**config.mk**
```make
export PLATFORM = sky130hd
export DESIGN_NAME = display_arbiter
export DESIGN_NICKNAME = d
export VERILOG_FILES = /design/src/rtl/display_arbiter.sv
export SDC_FILE = /design/constraint.sdc
export NUM_CORES = 1
export LEC_CHECK = 0
export BUFFER_PORTS_ARGS = -buffer_cell sky130_fd_sc_hd__buf_2
export CORE_MARGIN = 10
export CORE_UTILIZATION = 45
export DETAILED_ROUTE_END_ITERATION = 7
export PLACE_DENSITY = 0.78
export SYNTH_ARGS = -nofsm -noshare
export SYNTH_HDL_FRONTEND = slang
export SYNTH_SLANG_ARGS = --single-unit
```
**constraint.sdc**
```tcl
create_clock -name clk -period 1.6 [get_ports clk]
set_input_delay 0.4 -clock clk [delete_from_list [all_inputs] [get_ports clk]]
set_output_delay 0.4 -clock clk [all_outputs]
set_load 0.1 [all_outputs]
```
**src/rtl/display_arbiter.sv**
```systemverilog
// display_arbiter
//
// Shares the four-digit hex display between a background value and two
// prioritised, timed messages. Requester 1 outranks requester 0 and may cut
// a requester-0 message short; a message otherwise stays on screen for
// HOLD_CYCLES cycles and then hands back to the background (or straight to
// the next pending message). cancel returns to the background at once.
//
// Ports:
//   clk         system clock
//   rst_n       asynchronous active-low reset
//   base_value  background display content (shown while no message is active)
//   req[1:0]    level requests, held until ack
//   msg0, msg1  message content, sampled only on the accept edge
//   cancel      abort any active message, back to background
//   ack[1:0]    one-cycle pulse when message i is accepted
//   done[1:0]   one-cycle pulse when message i expires normally
//   owner[1:0]  00 background, 01 msg0, 10 msg1
//   value[15:0] registered display value {d3,d2,d1,d0}
module display_arbiter #(
  parameter int HOLD_CYCLES = 50_000_000,
  parameter int CNT_W       = $clog2(HOLD_CYCLES + 1)
) (
  input  logic        clk,
  input  logic        rst_n,
  input  logic [15:0] base_value,
  input  logic [1:0]  req,
  input  logic [15:0] msg0,
  input  logic [15:0] msg1,
  input  logic        cancel,
  output logic [1:0]  ack,
  output logic [1:0]  done,
  output logic [1:0]  owner,
  output logic [15:0] value
);

  // Encoding chosen so the state register doubles as the owner output.
  typedef enum logic [1:0] {
    IDLE  = 2'b00,
    SHOW0 = 2'b01,
    SHOW1 = 2'b10
  } state_t;

  localparam logic [CNT_W-1:0] LAST = CNT_W'(HOLD_CYCLES - 1);

  state_t            state_reg, state_next;
  logic [CNT_W-1:0]  cnt_reg, cnt_next;
  logic [15:0]       value_reg, value_next;
  logic [1:0]        ack_reg, ack_next;
  logic [1:0]        done_reg, done_next;
  logic              expired;
  logic              take;

  always_ff @(posedge clk or negedge rst_n) begin
    if (!rst_n) begin
      state_reg <= IDLE;
      cnt_reg   <= '0;
      value_reg <= 16'h0000;
      ack_reg   <= 2'b00;
      done_reg  <= 2'b00;
    end else begin
      state_reg <= state_next;
      cnt_reg   <= cnt_next;
      value_reg <= value_next;
      ack_reg   <= ack_next;
      done_reg  <= done_next;
    end
  end

  always_comb begin
    state_next = state_reg;
    cnt_next   = cnt_reg;
    value_next = value_reg;
    ack_next   = 2'b00;
    done_next  = 2'b00;

    // Last cycle of the hold window for the message currently shown.
    expired = (state_reg != IDLE) && (cnt_reg == LAST);

    // A new message may be taken from idle, at normal expiry (back-to-back
    // hand-over), or when requester 1 preempts a requester-0 message.
    take = (state_reg == IDLE) || expired || ((state_reg == SHOW0) && req[1]);

    if (cancel) begin
      // Cancel overrides everything, including a request seen this cycle.
      state_next = IDLE;
      cnt_next   = '0;
      value_next = base_value;
    end else begin
      if (expired) begin
        done_next = (state_reg == SHOW1) ? 2'b10 : 2'b01;
      end

      if (take && req[1]) begin
        state_next = SHOW1;
        cnt_next   = '0;
        value_next = msg1;
        ack_next   = 2'b10;
      end else if (take && req[0]) begin
        state_next = SHOW0;
        cnt_next   = '0;
        value_next = msg0;
        ack_next   = 2'b01;
      end else if (take) begin
        // Idle with nothing pending, or expiry with nothing pending.
        state_next = IDLE;
        cnt_next   = '0;
        value_next = base_value;
      end else begin
        cnt_next = cnt_reg + CNT_W'(1);
      end
    end
  end

  assign ack   = ack_reg;
  assign done  = done_reg;
  assign owner = state_reg;
  assign value = value_reg;

endmodule

```
==> results.md <==
* F_max at 0.5594 GHz
* CP Max Fanout at 4
* Max-slew violation count at 0
* Die Height at slightly above 100 um
* Cell Area, Synth at 3133 um2
* Clock Latency Late Sink at 320 ps
* # Max-Cap Violations at 0
* Setup Crit Path Kind: flop to flop
* Final Cell Area at approximately 4300 um2
* Filler Cell Count at 548
* PwrDens at 683.2 nW/um2
* Cell chain of the critical path: ha_2 -> nand4_1 -> or4_4 -> o21ba_4 -> mux2_4
* Simple-gate portion of the synthesized area at 0.2001
* H-tree lvl count at 2
* CTS max path bufs at 2
* CTS Buf Count at 5
* Via/cell ratio at 5.845
* Diodes inserted at 0
* Area share of fa/ha/maj cells after synthesis at 0.003994
* Initial Utilization at 0.4611
* Async set-reset flop share out of synthesis at 1.000
* Min-delay worst type: input pin to async pin
* Tcrit/Tclk final at 1.117
* Most common library cell in the layout ignoring fill and taps: buf_2
* Sw power at 1.098 mW
* First-pass GRT wire length at 14.05 mm
* Worst path required time at 1800 ps
* Logic pwr share at 0.301
* Slowest cell on crit path: or4_4
* Commonest non-fill, non-tap cells in the layout: buf_2 (72), buf_4 (50), dfrtp_1 (46)
* Drt drc at 0
* Die area at roughly 11000 um2
* Failing checks: negative setup slack
* Least-Margin Pin Slew at approximately 500 ps
* Switching part of the total at 0.3699
* Critical path endpoint category: flop
* Synthesis-stage register bit count at 48
* Placeable Area at 6794 um2
* CTS tree: yes
* Setup TNS at -5566 ps
* Dpl cell area at 4014 um2
* Site Rows at 30
* Post-Synthesis Cells at 318
* Global route overflow at 0
* Seq pwr share at 0.438
* Vias in the first global route at 2938
* Chip width at 103.4 um
* Worst vdd ir at ~0.30 mV
* Max reg flops at 26
* Synth-to-Final Area Change at 38.62%
* Final min period at between 1500 and 2000 ps
* GR Util All Layers at 0.1651
* Clock Power Share at 0.261
* Detail Route Antenna Nets at 0
* DRT Pass-1 Iters at 4
* Compound-cell area share of the yosys netlist at 0.2232
* Vias at 3121
* Drt initial violations at 205
* YS warnings at 0
* Main flop type after synthesis: dfrtp_1
* RSZ-0062 raised after global routing: true
* Multiplexer share of the synthesized area at 0.1070
* Most area-consuming cells after synthesis: dfrtp_1 (38%), mux2i_1 (10%), o31ai_1 (5.0%)
* Port bufs at between 70 and 80
* Post-synthesis net count at 372
* Final Skew at 14.08 ps
* Pin count of the biggest net entering global routing at 49
* Root Driver: clkbuf_8
* Leakage at 1.919 nW
* Yosys cell types at 47
* Internal power at around 1.9 mW
* Post-DP HPWL at about 6.6 mm
* CP arrival at 1990 ps
* Worst path max stage delay at 470 ps
* WL/cell at 18.16 um
* Worst Slack Setup Final at -187.5 ps
* GP Congestion at approximately 0.87
* Post-synth top area share at 0.3834
* Layout cells sized above 1 at 0.4315
* Largest family of logic cells by synthesized area: compound AO/OA/AOI/OAI gates
* Biggest area consumer among synthesized cells: dfrtp_1
* Sequential-to-total area share from yosys stat at 0.3834
* Setup violators final at 47
* DRT Wirelength at between 9 and 10 mm
* Clk sinks at 48
* Clock Pin Slew Worst Setup and Hold Paths at 90 ps
* Nets at between 400 and 500
* Syn avg cell area at ~9.9 um2
* Slew headroom at 0.6676
* Status: complete, but fails checks
* Final Hold Viols at 0
* Number of flops mapped to enable cells by yosys at 0
* Initial antenna violation count at 0
* # IOs at 75
* XOR/XNOR share of the synthesized area at 0.03355
* Startpoint types: flop
## worst max-delay path, delay by kind of cell (launching register included)
family,cells,cell delay (ps)
flops,1,390
compound gates,1,220
mux,1,290
fa+ha+maj,1,210
simple gates,2,570
## worst paths after layout
path | start | end | slack (ps) | depth (start not counted)
max | cnt_reg[1] | owner[0] | -190 | 5
min | rst_n | cnt_reg[7] | 50 | 2
max reg2reg | cnt_reg[1] | owner[0] | -190 | 5
min reg2reg | owner[0] | done[1] | 560 | 1
max in group asynchronous | rst_n | owner[0] | 1310 | 2
min in group clk | base_value[9] | value[9] | 300 | 3
## synth_stat cells (7+ instances only)
library cell and number:
nand2_1 8, nor2b_1 18, buf_2 7, mux2i_1 32, a32oi_1 16, a21oi_1 14, nand3_1 9, nand4_1 8
o31ai_1 21, o21ai_0 7, nor2_1 15, a211oi_1 16, o2bb2ai_1 16, dfrtp_1 48, clkbuf_1 12
## final cells by class
class,count,area (um2),share of cell area
Timing Repair Buffer,138,973.4,0.2241
Clock buffer,6,82.58,0.01901
Sequential cell,48,1204,0.2772
Tap cell,96,120.1,0.02766
Inverter,6,22.52,0.005186
Multi-Input combinational cell,238,1931,0.4445
Clock inverter,2,10.01,0.002305
## power by group through the flow
stage | combinational (mW) | clock (mW) | sequential, mW
final | 0.893 | 0.774 | 1.30
after global routing | 0.939 | 0.803 | 1.31
after CTS | 0.881 | 0.763 | 1.30
after detailed placement | 0.877 | 0 | 1.32
after global placement | 0.863 | 0 | 1.32
after floorplan | 0.267 | 0 | 1.67
## routing by layer
layer	share of wire	wire, um	vias to the layer above	GRT usage
met4	0.020	190	0	0.04813
met5	0	0	-	0
met3	0.061	594	19	0.03654
li1	-	-	1466	-
met2	0.52	5011	98	0.2919
met1	0.40	3899	1538	0.1952
## what timing repair did
action	in CTS	in global routing
setup endpoints to repair	48	48
endpoints found under the hold margin	0	0
gates cloned	0	2
pin swaps	8	7
setup buffers	2	6
resized for setup	13	30
hold buffers	0	0
## cells by family after synthesis
family,count (synthesis)
AOI/OAI and AO/OA,94
xor gates and xnor gates,12
adders and majority gates,1
buffers and inverters,32
DFF,48
muxes,33
and+or+nand+nor,98
## metrics by stage
stage | util | setup slack, ps | instances | hold WS (ps) | total power, mW
floorplan | - | -147.8 | 318 | 104.4 | 1.939
global placement | 0.5908 | -87.57 | 516 | 402.3 | 2.184
detailed placement | 0.5908 | -140.4 | 516 | 405.8 | 2.198
CTS | 0.6133 | -153.3 | 526 | 69.68 | 2.943
global route | 0.6392 | -261.0 | 534 | 81.30 | 3.048
finish | 0.6392 | -187.5 | 534 | 50.45 | 2.967
Power figures use the tool's default switching activity.
